--- src/rtl/csr_uart_rx_fifo_pkg.sv ---
// Shared definitions for the CSR-mapped UART receiver: receiver FSM state
// encoding, the default CSR address and the layout of the status word.
package csr_uart_rx_fifo_pkg;

  localparam int unsigned STATE_W = 3;

  localparam logic [STATE_W-1:0] ST_IDLE  = 3'd0;
  localparam logic [STATE_W-1:0] ST_START = 3'd1;
  localparam logic [STATE_W-1:0] ST_DATA  = 3'd2;
  localparam logic [STATE_W-1:0] ST_STOP  = 3'd3;
  localparam logic [STATE_W-1:0] ST_BREAK = 3'd4;

  localparam logic [11:0] RX_CSR_ADDR = 12'hBC3;

  // Returned when the FIFO is empty; cannot collide with a real status word
  // because bits [31:18] of a status word are always zero.
  localparam logic [31:0] RDATA_EMPTY = 32'hFFFF_FFFF;

  // Status word layout: [17] frame_err, [16] overrun, [15:8] count, [7:0] byte.
  typedef struct packed {
    logic [13:0] rsvd;
    logic        frame_err;
    logic        overrun;
    logic [7:0]  count;
    logic [7:0]  data;
  } rx_status_t;

endpackage

--- src/rtl/csr_uart_rx_fifo_sync.sv ---
// Synchronous FIFO with registered storage, reusable by RX and TX paths.
// Ports: clk, rst (async, active-high), push/din write side, pop/dout read
// side (dout shows the head combinationally), flush clears pointers and
// count, count/full/empty status, nonempty is a registered copy of
// (count != 0) updated on the same edge as count.
module sync_fifo #(
  parameter int unsigned WIDTH      = 8,
  parameter int unsigned DEPTH_LOG2 = 4
) (
  input  logic                  clk,
  input  logic                  rst,
  input  logic                  push,
  input  logic                  pop,
  input  logic                  flush,
  input  logic [WIDTH-1:0]      din,
  output logic [WIDTH-1:0]      dout,
  output logic [DEPTH_LOG2:0]   count,
  output logic                  full,
  output logic                  empty,
  output logic                  nonempty
);

  localparam int unsigned DEPTH = 1 << DEPTH_LOG2;
  localparam int unsigned CW    = DEPTH_LOG2 + 1;
  localparam int unsigned PW    = DEPTH_LOG2;

  logic [WIDTH-1:0]      mem [DEPTH];
  logic [DEPTH_LOG2-1:0] wr_ptr;
  logic [DEPTH_LOG2-1:0] rd_ptr;
  logic [DEPTH_LOG2:0]   count_d;
  logic                  wr_en_c;
  logic                  rd_en_c;

  assign full  = (count == CW'(DEPTH));
  assign empty = (count == '0);
  assign dout  = mem[rd_ptr];

  // A push while full is accepted only if a pop frees the head slot this edge.
  assign wr_en_c = push && (!full || pop);
  assign rd_en_c = pop && !empty;

  always_comb begin
    count_d = count;
    if (flush) count_d = '0;
    else       count_d = count + CW'(wr_en_c) - CW'(rd_en_c);
  end

  // Pointers, count and registered non-empty flag.
  always_ff @(posedge clk or posedge rst) begin
    if (rst) begin
      wr_ptr   <= '0;
      rd_ptr   <= '0;
      count    <= '0;
      nonempty <= 1'b0;
    end else begin
      count    <= count_d;
      nonempty <= (count_d != '0);
      if (flush) begin
        wr_ptr <= '0;
        rd_ptr <= '0;
      end else begin
        if (wr_en_c) wr_ptr <= wr_ptr + PW'(1);
        if (rd_en_c) rd_ptr <= rd_ptr + PW'(1);
      end
    end
  end

  // Storage array.
  always_ff @(posedge clk or posedge rst) begin
    if (rst) begin
      for (int i = 0; i < DEPTH; i++) mem[i] <= '0;
    end else if (wr_en_c) begin
      mem[wr_ptr] <= din;
    end
  end

endmodule

--- src/rtl/csr_uart_rx_fifo.sv ---
// CSR-mapped 8N1 UART receiver with a receive FIFO.
// Ports: clk, rst (async, active-high); rx serial input (idle high, async);
// read/write/wdata/addr CSR request; rdata/valid same-cycle CSR response
// (zero when not addressed, so it can be ORed with other CSR blocks);
// irq_rx registered level interrupt, high while the FIFO holds data.
module csr_uart_rx_fifo
  import csr_uart_rx_fifo_pkg::*;
#(
  parameter int unsigned CLOCK_RATE      = 200_000_000,
  parameter int unsigned BAUD_RATE       = 115200,
  parameter logic [11:0] CSR_ADDR        = RX_CSR_ADDR,
  parameter int unsigned FIFO_DEPTH_LOG2 = 4
) (
  input  logic        clk,
  input  logic        rst,
  input  logic        rx,
  input  logic        read,
  input  logic        write,
  input  logic [31:0] wdata,
  input  logic [11:0] addr,
  output logic [31:0] rdata,
  output logic        valid,
  output logic        irq_rx
);

  localparam int unsigned DIVISOR = CLOCK_RATE / BAUD_RATE;
  localparam int unsigned CNT_W   = $clog2(DIVISOR);

  localparam logic [CNT_W-1:0] HALF_LOAD = CNT_W'(DIVISOR / 2 - 1);
  localparam logic [CNT_W-1:0] FULL_LOAD = CNT_W'(DIVISOR - 1);

  logic [1:0]         sync_q;
  logic               rxs;
  logic [STATE_W-1:0] state;
  logic [STATE_W-1:0] state_d;
  logic [CNT_W-1:0]   cnt;
  logic [CNT_W-1:0]   cnt_d;
  logic [2:0]         bit_idx;
  logic [2:0]         bit_idx_d;
  logic [7:0]         shift;
  logic [7:0]         shift_d;
  logic               push_c;
  logic               frame_set_c;

  logic                     overrun;
  logic                     frame_err;
  logic [7:0]               fifo_dout;
  logic [FIFO_DEPTH_LOG2:0] fifo_count;
  logic                     fifo_full;
  logic                     fifo_empty;
  logic                     fifo_nonempty;

  logic       hit_c;
  logic       rd_hit_c;
  logic       wr_hit_c;
  logic       pop_c;
  logic       clr_err_c;
  logic       flush_c;
  logic       ovr_set_c;
  rx_status_t status_c;
  logic       unused_wdata_c;

  // Two-flop synchroniser; resets to the idle (high) line level.
  always_ff @(posedge clk or posedge rst) begin
    if (rst) sync_q <= 2'b11;
    else     sync_q <= {sync_q[0], rx};
  end
  assign rxs = sync_q[1];

  // FSM state register.
  always_ff @(posedge clk or posedge rst) begin
    if (rst) state <= ST_IDLE;
    else     state <= state_d;
  end

  // Receiver datapath registers.
  always_ff @(posedge clk or posedge rst) begin
    if (rst) begin
      cnt     <= '0;
      bit_idx <= '0;
      shift   <= '0;
    end else begin
      cnt     <= cnt_d;
      bit_idx <= bit_idx_d;
      shift   <= shift_d;
    end
  end

  // Next-state and bit-sampling logic; samples land mid-bit because the
  // start bit is timed with a half-period load.
  always_comb begin
    state_d     = state;
    cnt_d       = cnt;
    bit_idx_d   = bit_idx;
    shift_d     = shift;
    push_c      = 1'b0;
    frame_set_c = 1'b0;
    if (cnt != '0) cnt_d = cnt - CNT_W'(1);
    case (state)
      ST_IDLE: begin
        if (!rxs) begin
          cnt_d   = HALF_LOAD;
          state_d = ST_START;
        end
      end
      ST_START: begin
        if (cnt == '0) begin
          if (rxs) begin
            state_d = ST_IDLE;
          end else begin
            cnt_d     = FULL_LOAD;
            bit_idx_d = 3'd0;
            state_d   = ST_DATA;
          end
        end
      end
      ST_DATA: begin
        if (cnt == '0) begin
          shift_d = {rxs, shift[7:1]};
          cnt_d   = FULL_LOAD;
          if (bit_idx == 3'd7) state_d   = ST_STOP;
          else                 bit_idx_d = bit_idx + 3'd1;
        end
      end
      ST_STOP: begin
        if (cnt == '0) begin
          if (rxs) begin
            push_c  = 1'b1;
            state_d = ST_IDLE;
          end else begin
            frame_set_c = 1'b1;
            state_d     = ST_BREAK;
          end
        end
      end
      ST_BREAK: begin
        if (rxs) state_d = ST_IDLE;
      end
      default: state_d = ST_IDLE;
    endcase
  end

  sync_fifo #(
    .WIDTH      (8),
    .DEPTH_LOG2 (FIFO_DEPTH_LOG2)
  ) u_fifo (
    .clk      (clk),
    .rst      (rst),
    .push     (push_c),
    .pop      (pop_c),
    .flush    (flush_c),
    .din      (shift),
    .dout     (fifo_dout),
    .count    (fifo_count),
    .full     (fifo_full),
    .empty    (fifo_empty),
    .nonempty (fifo_nonempty)
  );

  // CSR decode; combinational so the pipeline gets its answer this cycle.
  assign hit_c     = (addr == CSR_ADDR);
  assign rd_hit_c  = read && hit_c;
  assign wr_hit_c  = write && hit_c;
  assign valid     = hit_c && (read || write);
  assign pop_c     = rd_hit_c && !fifo_empty;
  assign clr_err_c = wr_hit_c && wdata[0];
  assign flush_c   = wr_hit_c && wdata[1];
  assign ovr_set_c = push_c && fifo_full && !pop_c;
  assign unused_wdata_c = ^wdata[31:2];

  always_comb begin
    status_c           = '0;
    status_c.frame_err = frame_err;
    status_c.overrun   = overrun;
    status_c.count     = 8'(fifo_count);
    status_c.data      = fifo_dout;
  end

  always_comb begin
    rdata = '0;
    if (rd_hit_c) rdata = fifo_empty ? RDATA_EMPTY : status_c;
  end

  // Sticky error flags; a new error wins over a same-cycle clear.
  always_ff @(posedge clk or posedge rst) begin
    if (rst) begin
      overrun   <= 1'b0;
      frame_err <= 1'b0;
    end else begin
      if (ovr_set_c)      overrun   <= 1'b1;
      else if (clr_err_c) overrun   <= 1'b0;
      if (frame_set_c)    frame_err <= 1'b1;
      else if (clr_err_c) frame_err <= 1'b0;
    end
  end

  assign irq_rx = fifo_nonempty;

endmodule
--- config.mk ---
export PLATFORM = sky130hd
export DESIGN_NAME = csr_uart_rx_fifo
export DESIGN_NICKNAME = d
export VERILOG_FILES = /design/src/rtl/csr_uart_rx_fifo_pkg.sv /design/src/rtl/csr_uart_rx_fifo_sync.sv /design/src/rtl/csr_uart_rx_fifo.sv
export SDC_FILE = /design/constraint.sdc
export NUM_CORES = 1
export LEC_CHECK = 0
export BUFFER_PORTS_ARGS = -buffer_cell sky130_fd_sc_hd__buf_4
export CAP_MARGIN = 20
export CELL_PAD_IN_SITES_DETAIL_PLACEMENT = 0
export CELL_PAD_IN_SITES_GLOBAL_PLACEMENT = 1
export CORE_UTILIZATION = 49
export CTS_CLUSTER_SIZE = 12
export DETAILED_ROUTE_END_ITERATION = 6
export PLACE_DENSITY_LB_ADDON = 0.1
export SYNTH_ARGS = -nofsm -noshare
export SYNTH_HDL_FRONTEND = slang
export SYNTH_HIERARCHICAL = 1
export SYNTH_SLANG_ARGS = --single-unit
--- constraint.sdc ---
create_clock -name clk -period 4.7 [get_ports clk]
set_input_delay 0.47 -clock clk [delete_from_list [all_inputs] [get_ports clk]]
set_output_delay 0.47 -clock clk [all_outputs]
set_load 0.02 [all_outputs]
Word level (Yosys, flattened, before mapping)
Cells that the tools add are included.

operators by class
  $add $sub $neg = 6
  order comparisons = 3
  equality and inequality tests = 15
  multiplexer cells = 42
  bitwise operators = 2
  reductions and logical operators = 29

operators with widths
  operator                                                  number
  bitwise mux 128 bit                                       1
  two-way mux 32 bit                                        2
  two-way mux 11 bit                                        5
  two-way mux 3 bit                                         11
  case mux 11 bit (3 select lines)                          1
  binary-select mux 8 bit (select 4 bit)                    1
  demux 8 bit (select 4 bit)                                1
  two-way mux 8 bit                                         3
  two-way mux 4 bit                                         4
  inequality test 2 bit, second input constant              8
  case mux 3 bit (5 select lines)                           1
  equality test 12 bit, second input constant               1
  logical AND 1 bit                                         11
  zero test 11 bit                                          1
  nonzero test 11 bit                                       1
  subtractor 11 x 1 -> 11 bit, second input constant        1
  greater-or-equal comparator 5 bit, second input constant  2
  inverter 4 -> 5 bit                                       2
  nonzero test 2 bit                                        5
  two-way mux 1 bit                                         9
  adder 4 x 1 -> 4 bit, second input constant               2
  equality test 3 x 2 -> 1 bit, second input constant       2
  equality test 3 bit, second input constant                2
  case mux 3 bit (2 select lines)                           1
  other kinds (16)                                          19

word-level totals
  register bits after elaboration = 171
  input port bits = 49
  output and inout bits = 34
  word-level logic and storage cells = 124

Logic depth before layout (Yosys ltp)
  depth after elaboration = 9
  gate-level depth with buffers = 18
  mapped depth without buffers = 18

Modules after synthesis
The synthesis kept the hierarchy.

by module, submodules not included
  module            instances  cells an instance  area an instance (µm²)  seq. area each (µm²)
  sync_fifo         1          492                6802.8                  3553.4
  csr_uart_rx_fifo  1          209                1853.0                  728.2

Least setup slack after synthesis
Ideal clock, no wire load.

  path type = reg2reg
  start point = register cnt[0]
  end point = register u_fifo.nonempty
  setup time = 0.131 ns
  arrival = 3.922 ns
  required time = 4.569 ns
  setup slack = 0.647 ns
  cell stages (with the launch flop) = 18
  buffers on the path = 0
  period minus slack after synthesis = 4.053 ns
  cell sequence = dfrtp_1 -> inv_1 -> ha_1 -> nor4b_4 -> nand3_4 -> or3_1 -> inv_1 -> a21boi_0 -> inv_1 -> ha_1 -> inv_1 -> ha_1 -> inv_1 -> fa_1 -> nor2b_1 -> nor3_1 -> or3_1 -> or3_1

between the ends
  word-level cells in the longest chain between the ends = 8

ends and longest elaborated chain
  item                       RTL line                     source
  start: declaration         csr_uart_rx_fifo.sv:36       logic [CNT_W-1:0] cnt;
  start signal: assignment   csr_uart_rx_fifo.sv:83       cnt <= cnt_d;
  zero test 11 bit           csr_uart_rx_fifo.sv:126      if (cnt == '0) begin
  two-way mux 1 bit          csr_uart_rx_fifo.sv:126
  two-way mux 1 bit          csr_uart_rx_fifo.sv:99       case (state)
  net push_c                 csr_uart_rx_fifo.sv:42       logic push_c;
  logical AND 1 bit          csr_uart_rx_fifo_sync.sv:39  assign wr_en_c = push && (!full || pop);
  adder 5 x 1 -> 5 bit       csr_uart_rx_fifo_sync.sv:45  else count_d = count + CW'(wr_en_c) - CW'(rd_en_c);
  subtractor 5 x 1 -> 5 bit  csr_uart_rx_fifo_sync.sv:45
  two-way mux 5 bit          csr_uart_rx_fifo_sync.sv:44  if (flush) count_d = '0;
  net u_fifo.count_d[2]      csr_uart_rx_fifo_sync.sv:30  logic [DEPTH_LOG2:0] count_d;
  nonzero test 5 bit         csr_uart_rx_fifo_sync.sv:57  nonempty <= (count_d != '0);
  end signal: assignment     csr_uart_rx_fifo_sync.sv:57
  end: declaration           csr_uart_rx_fifo_sync.sv:20  output logic nonempty

The timed path passes the listed nets, and every way through them passes these cells.
A chain may end at the register's enable or synchronous reset.

Worst setup path in the final report
Ends and elaborated chain as after synthesis.

==> reports/metrics.cfg <==
[sta]
report.final.slew_viol_count = 0
fin_ws_ps = 524
final.min_clock_period_ps = 4180
timing.fmax_mhz = 239
slew_headroom = 0.293
transition_at_the_pin_with_the_smallest_max_transition_slack_ps = 1060
grt_setup_unrepaired = no
setup_violations = 0
totalNegativeSetupSlack_ps = 0
hold_violations = 0
fin_worst_skew_ps = 13.6
fin_crit_sh = 0.889

[drt]
avgRoutedWirePerCell_um = 19.2
route.vias.total = 5491
detailedRoute.firstIterationViolations = 289
post-route-drc-count = 0
detail_route.wirelength_um = 18600
via_count_normalized_by_instance_count = 5.68
postRouteAntennaNets = 0
drt-pass1-iter-count = 4

[worst_setup_path]
crit_type = reg -> reg
setup.reg_to_reg.worst_slack_ps = 520
timing.critical_path.cells = inv_1 -> ha_1 -> nor4b_4 -> nand3_4 -> or3_1 -> inv_1 -> a21boi_0 -> inv_1 -> ha_1 -> inv_1 -> ha_1 -> inv_1 -> fa_1 -> nor2b_1 -> nor3_1 -> or3_1 -> or3_1
cp_slowest_cell = dfrtp_1
required_ps = 5000
timing.critical_path.slowest_cell_delay_ps = 450
timing.critical_path.buf_inv = 5
regToRegEndpoint = u_fifo/nonempty
cp_max_fo = 12
crit_top_cell = inv_1
rr_worst_depth = 17
setup.worst_path.end_class = register
worst_r2r_startpoint = cnt[0]
cp_top_family = simple AND/OR/NAND/NOR gates
critPathArrivalTime_ps = 4470
cp-start-kind = register

[layout]
antennaDiodeCount = 0
final_common_cell = dfrtp_1
finish.utilization = 0.562
post_route_cells_drive_above_1_share = 0.379
fin_area_um2 = 9720
fin_nets = 795
final_cell_mix = dfrtp_1, mux2_2, buf_4
area_overhead_of_the_layout_relative_to_synthesis_pct = 12.3

[pwr]
pwr_density_cell_nw_per_um2 = 317
power.ir.vdd_worst_v = 0.000257
fin_total_pwr_uw = 3080
p_leak_uw = 0.00458

[synthesis]
synth.cell_area_um2 = 8660
ys.warnings.count = 6
synth_cell_types = 62
synth-edff-count = 0
synth-seq-cells = 171
synth-seq-area-share = 0.495
async_reset_ff_frac = 1.00
synthesized_instance_count = 701
synth-main-ff-cell = dfrtp_1
postSynthAreaPerCell_um2 = 12.3
synth.net_count = 767

[die]
core-area_um2 = 17300
die_boundary_width_um = 135
floorplan.die_area_um2 = 18200
fp-row-count = 48
die_y_um = 135
initial_utilization = 0.500
io-pin-count = 83

[grt]
grt_pass1_vias = 5618
grt_max_degree = 104
globalRouteOverflowTotal = 0
grt_pass1_wl_um = 30700
antenna_found_initial = 0
grtUsageTotal = 0.222

[clocking]
post_cts_hold_buffer_count = 0
tritoncts.num_buffers = 17
clockRootBuffer = clkbuf_16
cts_resized = 0
cts_tree = built
clkTransAtPathRegs_ps = 70
numClockSinks = 171
post-cts-setup-buffer-count = 0
clock_path_buffers = 2
htree_num_levels = 4
worstSkewPairLatency_ps = 430

[place]
finalWeightedCongestion = 0.784
dp.final_hpwl_um = 12400
place_area_um2 = 9140
port-buffer-count = 52
place_ws_ps = 589

[run]
drv.max_cap_violation_count = 0

[hold_path]
hold_class = in -> async

[outcome]
outcome = completed

-- Yosys cell counts, types with 3 or more instances --
cell	n	share of area
dfrtp_1	169	0.49
mux2_2	143	0.19
nor2_1	55	0.024
nand2_1	34	0.015
clkbuf_1	26	0.011
mux2i_1	25	0.029
inv_1	22	0.0095
o21ai_0	21	0.012
a21oi_1	19	0.011
buf_4	16	0.014
ha_1	16	0.023
mux4_2	16	0.042
nand3_1	11	0.0064
a221oi_1	8	0.0081
a22oi_1	8	0.0069
buf_2	8	0.0046
nor2b_1	7	0.0051
nor2_4	6	0.0078
or3_1	6	0.0043
a21boi_0	5	0.0043
xnor2_1	5	0.0051
xor2_1	5	0.0051
nand4_1	4	0.0029
nand4_2	4	0.0058
nor3_1	4	0.0023
a21o_1	3	0.0026
nand2b_1	3	0.0022
nor3b_1	3	0.0026
nor4_1	3	0.0022
-- tightest hold or removal path, delay by kind of cell --
family,cells,cell delay [ps]
buffers and inverters,3,530
-- worst max-delay path by stage --
| stage | cells past startpoint | startpoint | slack (ps) | end |
|---|---|---|---|---|
| 4_1_cts | 17 | cnt[0] | 550 | u_fifo/nonempty |
| 3_3_place_gp | 17 | cnt[0] | 650 | u_fifo/nonempty |
| 5_1_grt | 17 | cnt[0] | 300 | u_fifo/nonempty |
| 3_5_place_dp | 17 | cnt[0] | 590 | u_fifo/nonempty |
| 6_report | 17 | cnt[0] | 520 | u_fifo/nonempty |
| 2_1_floorplan | 1 | rst | 420 | u_fifo/count[0] |
-- registers in the layout (all words and copies together) (netlist names) --
register,flops
frame_err,1
u_fifo/mem,128
cnt,11
u_fifo/nonempty,1
bit_idx,3
overrun,1
u_fifo/rd_ptr,4
u_fifo/wr_ptr,4
sync_q,2
u_fifo/count,5
state,3
shift,8
-- area by class of cell --
class | instances | area [um2]
Sequential cell | 171 | 4280
Timing Repair Buffer | 63 | 473
Inverter | 22 | 87.6
Multi-Input combinational cell | 454 | 4010
Fill cell | 1467 | 7570
Tap cell | 225 | 282
Clock buffer | 22 | 484
Clock inverter | 10 | 104
-- per-stage QoR --
stage / hold WS, ps / std cells
final: 148 / 967
after global routing: 127 / 967
after CTS: 129 / 967
after detailed placement: 353 / 935
after global placement: 346 / 935
after floorplan: 345 / 701
-- report_power, final --
| part | total, uW | internal, uW | leakage, uW | switching [uW] |
|---|---|---|---|---|
| logic | 188 | 74.0 | 0.00198 | 114 |
| registers | 1510 | 1490 | 0.00232 | 16.4 |
| clock network | 1390 | 795 | 0.000282 | 591 |
-- cells by family (layout without fill, tap and decap cells) --
group | after synthesis | after routing | synth area share
simple gates | 159 | 159 | 0.105
xor+xnor | 10 | 10 | 0.0101
flops | 171 | 171 | 0.495
compound gates | 82 | 82 | 0.0627
buf+inv | 76 | 117 | 0.0428
fa+ha+maj | 17 | 17 | 0.0254
mux | 186 | 186 | 0.259
-- per-layer routing --
metal  GRT usage  wire [um]  up-vias
li1            -          -     2560
met1       0.315       8880     2836
met2       0.347       8840       80
met3      0.0458        646       15
met4      0.0562        180        0
met5           0          0        -
Power figures use the tool's default switching activity.
